--- src/rtl/seven_seg_scan_ctrl.sv ---
`default_nettype none
// ============================================================================
// Module      : seven_seg_scan_ctrl
// Description : Time-multiplexed scan controller for a DIGITS-wide common-
//               anode seven-segment display.  Double-buffered data (shadow ->
//               active at frame boundaries), hex decode, per-digit blanking,
//               leading-zero suppression and PWM brightness on the anodes.
// Revision    : 1.0 - initial release
// ----------------------------------------------------------------------------
// Ports
//   clk_i    in   1          clock, rising edge
//   rst_i    in   1          asynchronous active-high reset
//   value_i  in   4*DIGITS   hex nibbles, nibble k drives digit k (0 = right)
//   dp_i     in   DIGITS     decimal point request per digit, 1 = lit
//   blank_i  in   DIGITS     forced blank per digit, 1 = dark
//   lzs_i    in   1          leading-zero suppression enable
//   load_i   in   1          strobe capturing value/dp/blank/lzs
//   bright_i in   4          brightness, 0 = 1/16 duty, 15 = full slot
//   an_o     out  DIGITS     active-low anodes
//   seg_o    out  7          active-low cathodes {a,b,c,d,e,f,g}
//   dp_o     out  1          active-low decimal point cathode
//   frame_o  out  1          one-cycle pulse after each frame boundary
// ============================================================================
module seven_seg_scan_ctrl #(
   parameter int DIGITS = 8,   // 2..16
   parameter int DIV_W  = 17   // >= 4; slot length is 2^DIV_W cycles
) (
   input  logic                  clk_i,
   input  logic                  rst_i,
   input  logic [4*DIGITS-1:0]   value_i,
   input  logic [DIGITS-1:0]     dp_i,
   input  logic [DIGITS-1:0]     blank_i,
   input  logic                  lzs_i,
   input  logic                  load_i,
   input  logic [3:0]            bright_i,
   output logic [DIGITS-1:0]     an_o,
   output logic [6:0]            seg_o,
   output logic                  dp_o,
   output logic                  frame_o
);

   localparam int               IDX_W    = $clog2(DIGITS);
   localparam logic [IDX_W-1:0] LAST_IDX = IDX_W'(DIGITS - 1);

   logic [DIV_W-1:0]    slot_cnt;
   logic [IDX_W-1:0]    idx;
   logic                slot_tick;
   logic                frame_bnd;

   logic [4*DIGITS-1:0] sh_value, act_value;
   logic [DIGITS-1:0]   sh_dp, act_dp;
   logic [DIGITS-1:0]   sh_blank, act_blank;
   logic                sh_lzs, act_lzs;
   logic                pending;

   logic [3:0]          nib [DIGITS];
   logic [3:0]          cur_nib;
   logic                upper_nonzero;
   logic                dark;
   logic                an_on;
   logic [DIGITS-1:0]   an_d;
   logic [6:0]          seg_d;
   logic                dp_d;

   assign slot_tick = &slot_cnt;
   assign frame_bnd = slot_tick && (idx == '0);

   // ------------------------------------------------------------------
   // Scan timing: slot counter and descending digit index
   // ------------------------------------------------------------------
   always_ff @(posedge clk_i or posedge rst_i) begin
      if (rst_i) begin
         slot_cnt <= '0;
         idx      <= LAST_IDX;
      end else begin
         slot_cnt <= slot_cnt + 1'b1;
         if (slot_tick)
            idx <= (idx == '0) ? LAST_IDX : idx - 1'b1;
      end
   end

   // ------------------------------------------------------------------
   // Double buffer.  A load landing exactly on a boundary bypasses the
   // shadow so it is not delayed by a whole frame.
   // ------------------------------------------------------------------
   always_ff @(posedge clk_i or posedge rst_i) begin
      if (rst_i) begin
         sh_value  <= '0;
         sh_dp     <= '0;
         sh_blank  <= '1;
         sh_lzs    <= 1'b0;
         act_value <= '0;
         act_dp    <= '0;
         act_blank <= '1;
         act_lzs   <= 1'b0;
         pending   <= 1'b0;
      end else if (load_i && frame_bnd) begin
         sh_value  <= value_i;
         sh_dp     <= dp_i;
         sh_blank  <= blank_i;
         sh_lzs    <= lzs_i;
         act_value <= value_i;
         act_dp    <= dp_i;
         act_blank <= blank_i;
         act_lzs   <= lzs_i;
         pending   <= 1'b0;
      end else if (load_i) begin
         sh_value  <= value_i;
         sh_dp     <= dp_i;
         sh_blank  <= blank_i;
         sh_lzs    <= lzs_i;
         pending   <= 1'b1;
      end else if (frame_bnd && pending) begin
         act_value <= sh_value;
         act_dp    <= sh_dp;
         act_blank <= sh_blank;
         act_lzs   <= sh_lzs;
         pending   <= 1'b0;
      end
   end

   // ------------------------------------------------------------------
   // Digit data path
   // ------------------------------------------------------------------
   for (genvar k = 0; k < DIGITS; k++) begin : g_nib
      assign nib[k] = act_value[4*k +: 4];
   end

   assign cur_nib = nib[idx];

   // Any non-zero nibble at or above the current digit defeats suppression.
   always_comb begin
      upper_nonzero = 1'b0;
      for (int j = 0; j < DIGITS; j++) begin
         if ((j >= int'(idx)) && (nib[j] != 4'h0))
            upper_nonzero = 1'b1;
      end
   end

   function automatic logic [6:0] hex7(input logic [3:0] n);
      case (n)
         4'h0: hex7 = 7'b0000001;
         4'h1: hex7 = 7'b1001111;
         4'h2: hex7 = 7'b0010010;
         4'h3: hex7 = 7'b0000110;
         4'h4: hex7 = 7'b1001100;
         4'h5: hex7 = 7'b0100100;
         4'h6: hex7 = 7'b0100000;
         4'h7: hex7 = 7'b0001111;
         4'h8: hex7 = 7'b0000000;
         4'h9: hex7 = 7'b0000100;
         4'hA: hex7 = 7'b0001000;
         4'hB: hex7 = 7'b1100000;
         4'hC: hex7 = 7'b0110001;
         4'hD: hex7 = 7'b1000010;
         4'hE: hex7 = 7'b0110000;
         default: hex7 = 7'b0111000;
      endcase
   endfunction

   // A dark digit keeps its anode off as well, so cathodes and anodes are
   // only ever active together (no ghosting across digit changes).
   always_comb begin
      dark  = act_blank[idx] || (act_lzs && (idx != '0) && !upper_nonzero);
      an_on = !dark && (slot_cnt[DIV_W-1 -: 4] <= bright_i);
      an_d  = '1;
      seg_d = 7'h7F;
      dp_d  = 1'b1;
      if (an_on) begin
         an_d[idx] = 1'b0;
         seg_d     = hex7(cur_nib);
         dp_d      = ~act_dp[idx];
      end
   end

   always_ff @(posedge clk_i or posedge rst_i) begin
      if (rst_i) begin
         an_o    <= '1;
         seg_o   <= 7'h7F;
         dp_o    <= 1'b1;
         frame_o <= 1'b0;
      end else begin
         an_o    <= an_d;
         seg_o   <= seg_d;
         dp_o    <= dp_d;
         frame_o <= frame_bnd;
      end
   end

endmodule
`default_nettype wire
--- config.mk ---
export PLATFORM = sky130hd
export DESIGN_NAME = seven_seg_scan_ctrl
export DESIGN_NICKNAME = d
export VERILOG_FILES = /design/src/rtl/seven_seg_scan_ctrl.sv
export SDC_FILE = /design/constraint.sdc
export NUM_CORES = 1
export LEC_CHECK = 0
export BUFFER_PORTS_ARGS = -buffer_cell sky130_fd_sc_hd__buf_2
export CELL_PAD_IN_SITES_DETAIL_PLACEMENT = 0
export CELL_PAD_IN_SITES_GLOBAL_PLACEMENT = 1
export CORE_MARGIN = 1
export CORE_UTILIZATION = 42
export DETAILED_ROUTE_END_ITERATION = 12
export PLACE_DENSITY = 0.74
export SYNTH_ARGS = -nofsm -noshare
export SYNTH_HDL_FRONTEND = slang
export SYNTH_SLANG_ARGS = --single-unit
--- constraint.sdc ---
create_clock -name clk_i -period 4.3 [get_ports clk_i]
set_input_delay 1.075 -clock clk_i [delete_from_list [all_inputs] [get_ports clk_i]]
set_output_delay 1.075 -clock clk_i [all_outputs]
set_load 0.01 [all_outputs]
Yosys cells after proc, flatten, opt, wreduce, memory -nomap -nowiden:

Memories as Yosys holds them, arrays and structs flattened.
Cells that the tools add are included.

* add/subtract/negate cells: 2
* $lt $le $gt $ge: 11
* eq/ne operators: 1
* multiplexer cells: 44
* bitwise operators: 3
* reduce and logical (&&, ||, !) cells: 32

Operator list (number)
* $mux 32: 5
* $mux 8: 11
* $reduce_bool 4->1: 8
* $mux 1: 20
* $add 17x1->17 const B: 1
* $reduce_and 17->1: 1
* $logic_and 1x1->1: 14
* $bmux 4 s3: 1
* $ge 3x3->1 const A: 3
* $mux 4: 2
* $not 8->8: 1
* $mux 7: 1
* $bmux 1 s3: 2
* $ge 1x3->1 const A: 2
* $ge 2x3->1 const A: 2
* $reduce_bool 3->1: 2
* $ge 4x4->1 const B: 1
* $le 4x4->1: 1
* $lt 3x4->1 const B: 1
* $not 3->4: 1
* $reduce_bool 2->1: 2
* $demux 1 s3: 1
* $ge 3x1->1 const B: 1
* $logic_not 3->1: 1
* other kinds (7): 8

* bits in registers: 136
* ROM bits: 112
* input port bits: 56
* output and inout bits: 17
* memories kept: 1

Memories
* (no name shown): words 16, bits a word 7, rd ports 1, clocked after Yosys merged registers in 0, wr ports 0, line 141 `case (n)`

Longest topological paths before layout:

* depth in word-level cells: 16
* depth in mapped cells: 11

Worst setup path before layout:

Ideal clock, no wire load.

* kind: input -> register
* from: input port bright_i[2]
* to: register an_o[3]
* setup time: 0.088 ns
* arrival time: 2.484 ns
* path slack: 1.728 ns
* stages on the path: 7
* cells stage by stage: inv_1 > ha_1 > a21o_1 > a211oi_1 > o22ai_1 > a31oi_2 > or3b_1

* longest elaborated chain between the ends: 3

RTL lines
* from (decl): line 35 `input logic [3:0] bright_i,`
* $le 4x4->1: line 165 `an_on = !dark && (slot_cnt[DIV_W-1 -: 4] <= bright_i);`
* $logic_and 1x1->1: line 165
* $mux 8: line 169 `if (an_on) begin`
* via an_d[3]: line 61 `logic [DIGITS-1:0] an_d;`
* to (signal assigned): line 183 `an_o <= an_d;`
* to (decl): line 36 `output logic [DIGITS-1:0] an_o,`

The timed path passes the listed nets, and every way through them passes these cells.
A chain may end at the register's enable or synchronous reset.

Final worst setup path:

* from: register idx[1]
* to: register an_o[3]

* longest elaborated chain between the ends: 16

RTL lines
* from (decl): line 46 `logic [IDX_W-1:0] idx;`
* from (signal assigned): line 78 `idx <= (idx == '0) ? LAST_IDX : idx - 1'b1;`
* $ge 1x3->1: line 135 `if ((j >= int'(idx)) && (nib[j] != 4'h0))`
* $logic_and 1x1->1: line 135
* $mux 1 (8 in a row): line 135
* $logic_not 1->1: line 164 `dark = act_blank[idx] || (act_lzs && (idx != '0) && !upper_nonzero);`
* $logic_and 1x1->1: line 164
* $logic_or 1x1->1: line 164
* $logic_not 1->1: line 165
* $logic_and 1x1->1: line 165
* $mux 8 (*): line 169
* via an_d[3]: line 61

The timed path passes the listed nets; every way through them passes the cells marked *. The select of a mux whose other input is x is not followed.

==> results.py <==
metrics = {
    "run_status": {
        "status": "completed",
    },
    "clock_network": {
        "htree_levels": 4,
        "cts.sinks": 136,
        "cts_tree": "done",
        "cts_buffer_depth": 2,
        "clkSlewWorstSetupHoldPaths_ps": 60,
        "post_cts_resized": 0,
        "clk_latency_ps": 420,
        "cts_root_buf": "clkbuf_16",
        "cts_hold_buf": 0,
        "post_cts_buffers": 0,
        "numCtsBuffers": 17,
    },
    "power": {
        "power_switching_w": 0.0005917,
        "p_leak_nw": 3.256,
        "power_frac_comb_pct": 4.8,
        "internal_power_w": 0.002278,
        "p_sw_share_pct": 20.62,
        "power_density_mw_per_mm2": 402.5,
        "clock_power_share_pct": 48.3,
        "pwr-share-seq_pct": 46.9,
        "max-vdd-ir-drop_v": 0.0002277,
        "p_total_w": 0.002870,
    },
    "critical_path": {
        "rr_startpoint": "idx[1]",
        "timing.critical_path.slowest_stage_cell": "dfstp_2",
        "r2r.worst_path.cells": 6,
        "startpoint_type": "flip-flop",
        "worstSetupPathType": "flip-flop to flip-flop",
        "worst-r2r-setup-slack_ps": 1160,
        "worstPathArrival_ps": 3500,
        "r2r-end": "an_o[3]",
        "cp_max_fo": 16,
        "crit_start": "idx[1]",
        "cp.required_ps": 4660,
        "critPathMaxStageDelay_ps": 720,
        "path_cells": "clkinv_1 > ha_1 > or3b_2 > a211oi_1 > a31oi_2 > or3b_1",
        "path_buf_inv": 1,
        "worst_setup_path_end_kind": "flip-flop",
        "cpLargestDelayFamily": "simple AND/OR/NAND/NOR gates",
    },
    "synth": {
        "async_flop_share_pct": 100.0,
        "synth_fa_ha_area_share_pct": 3.323,
        "syn-num-nets": 505,
        "syn_area_mm2": 0.006025,
        "syn_inst": 433,
        "synthFlopType": "dfrtp_1",
        "ys_seq_elements": 136,
        "synth_xor_area_share_pct": 2.035,
        "yosys-mux-area-fraction_pct": 22.97,
        "synth_compound_area_share_pct": 4.631,
        "synth_top_family_by_area": "multiplexers",
        "ys_seq_area_share_pct": 57.22,
        "synth_edf_count": 0,
        "yosysUniqueCellTypes": 54,
        "yosysWarningCount": 0,
        "avgSynthCellArea_um2": 13.91,
        "synth-simple-area-share_pct": 7.248,
    },
    "min_path": {
        "hp-start": "slot_cnt[8]",
        "min_delay_path_depth": 1,
        "min_to": "slot_cnt[8]",
        "hp-class": "flip-flop to flip-flop",
    },
    "grt": {
        "antenna_found_initial": 0,
        "gr-total-overflow": 0,
        "grt_pass1_wl_um": 19240,
        "grt_max_degree": 137,
        "grt_pass1_vias": 3772,
        "track_usage_pct": 17.47,
    },
    "placement": {
        "dpl_worst_slack_ps": 1005,
        "numPortBuffers": 72,
        "hpwlAfterDp_um": 7916,
        "dpl_cell_area_mm2": 0.006563,
        "gp_congestion": 0.7941,
    },
    "timing": {
        "tightest_slew_ps": 734.1,
        "slew_headroom_pct": 50.96,
        "setup_violations": 0,
        "setup_tns_ps": 0,
        "finClkSkew_ps": 9.304,
        "period_share_pct": 72.94,
        "hold_viol_final": 0,
        "rsz0062_at_grt": "false",
        "layout_min_cycle_time_ps": 3137,
        "clock.fmax_mhz": 318.8,
        "final.setup.worst_slack_ps": 1163,
        "slew_viol_final": 0,
    },
    "die": {
        "rows": 43,
        "die_height_um": 121.8,
        "start_util_pct": 43.23,
        "die_w_um": 121.8,
        "coreArea_mm2": 0.01393,
        "io_pins": 73,
        "dieArea_mm2": 0.01483,
    },
    "finish": {
        "final_cell_mix": "mux2_2 (101), dfrtp_1 (101), buf_2 (72), dfstp_2 (35), nand2_1 (18)",
        "area_delta_synth_final_pct": 18.34,
        "nNetsFinal": 579,
        "fin_area_mm2": 0.007129,
        "num-fill-cells": 1190,
        "drive_above_1_share_pct": 48.27,
        "diodes": 0,
    },
    "route": {
        "avgViaCountPerCell": 5.170,
        "wl_um": 11440,
        "drc": 0,
        "first_pass_iters": 4,
        "antenna_left": 0,
        "wl_per_cell_um": 16.35,
        "drtIter0Drc": 172,
        "vias": 3619,
    },
    "job": {
        "drv_cap": 0,
    },
}
## worst max path at each step
stage | end | slack [ps] | cells after the start
after global placement | an_o[3] | 1060 | 8
final | an_o[3] | 1160 | 6
after global routing | an_o[3] | 900 | 6
after floorplan | act_dp[0] | 1560 | 1
after detailed placement | an_o[3] | 1000 | 8
after CTS | an_o[3] | 1160 | 6
## power groups by stage
stage / Sequential (W) / Clock, W / Combinational [W]
after floorplan: 0.00137 / 0 / 0.0000868
after global placement: 0.00137 / 0 / 0.000138
after detailed placement: 0.00137 / 0 / 0.000142
after CTS: 0.00135 / 0.00142 / 0.000143
after global routing: 0.00135 / 0.00148 / 0.000155
final: 0.00135 / 0.00139 / 0.000137
## per-stage QoR
stage | util (%) | hold WS [ps] | cells
floorplan | - | 438.2 | 433
global placement | 47.10 | 456.0 | 668
detailed placement | 47.10 | 463.1 | 668
CTS | 51.16 | 474.8 | 700
global route | 51.16 | 484.9 | 700
finish | 51.16 | 473.2 | 700
## registers in the layout, indices dropped and copies added, names as in the netlist
name / count
act_value: 32
sh_value: 32
slot_cnt: 17
act_blank: 8
act_dp: 8
an_o: 8
sh_blank: 8
sh_dp: 8
seg_o: 7
idx: 3
act_lzs: 1
dp_o: 1
frame_o: 1
pending: 1
sh_lzs: 1
## synthesized netlist by cell type (all sizes together), types with 2 or more instances
library cell / number / area, um^2
nor2: 16 / 67.56
xor2: 2 / 17.52
and4: 2 / 17.52
mux2: 102 / 1152
a21o: 2 / 15.01
nand3b: 3 / 22.52
o211ai: 2 / 15.01
mux4: 6 / 146.4
and3: 6 / 37.54
nand2b: 2 / 12.51
and2: 2 / 12.51
o22ai: 5 / 31.28
or3b: 2 / 17.52
nor4: 3 / 18.77
nand3: 10 / 50.05
o21ai: 9 / 45.04
ha: 16 / 200.2
nand4: 5 / 31.28
xnor2: 12 / 105.1
mux2i: 6 / 85.08
or4: 3 / 22.52
inv: 12 / 45.04
buf: 16 / 91.33
nor3: 4 / 20.02
clkbuf: 4 / 15.01
nor2b: 3 / 18.77
a211oi: 3 / 22.52
a21oi: 5 / 25.02
dfstp: 35 / 919.6
dfrtp: 101 / 2527
a221o: 2 / 20.02
o311ai: 2 / 17.52
nand2: 18 / 67.56
## logic make-up after synthesis
logic type               Yosys count
buffers and inverters             33
AND/OR/NAND/NOR                   81
AO/OA/AOI/OAI                     39
multiplexers                     114
XOR/XNOR                          14
flip-flops                       136
adder cells (fa/ha/maj)           16
## final cells by class
type	count	area, um^2	share of cell area [%]
clock buffer	23	467.9	6.564
timing repair buffer	75	407.9	5.721
tap	180	225.2	3.159
inverter	13	52.55	0.7371
multi-input combinational	264	2430	34.08
clock inverter	9	98.84	1.386
sequential	136	3447	48.35
## per-layer routing
| layer | up-vias | global-route usage [%] | share of wire, % | wire length (um) |
|---|---|---|---|---|
| met5 | - | 0 | 0 | 0 |
| met1 | 1817 | 21.96 | 45 | 5157 |
| met4 | 0 | 6.867 | 1.8 | 211 |
| li1 | 1719 | - | - | - |
| met3 | 17 | 5.946 | 4.2 | 479 |
| met2 | 66 | 27.65 | 49 | 5593 |
No activity file was read; power rests on OpenSTA's default activity.
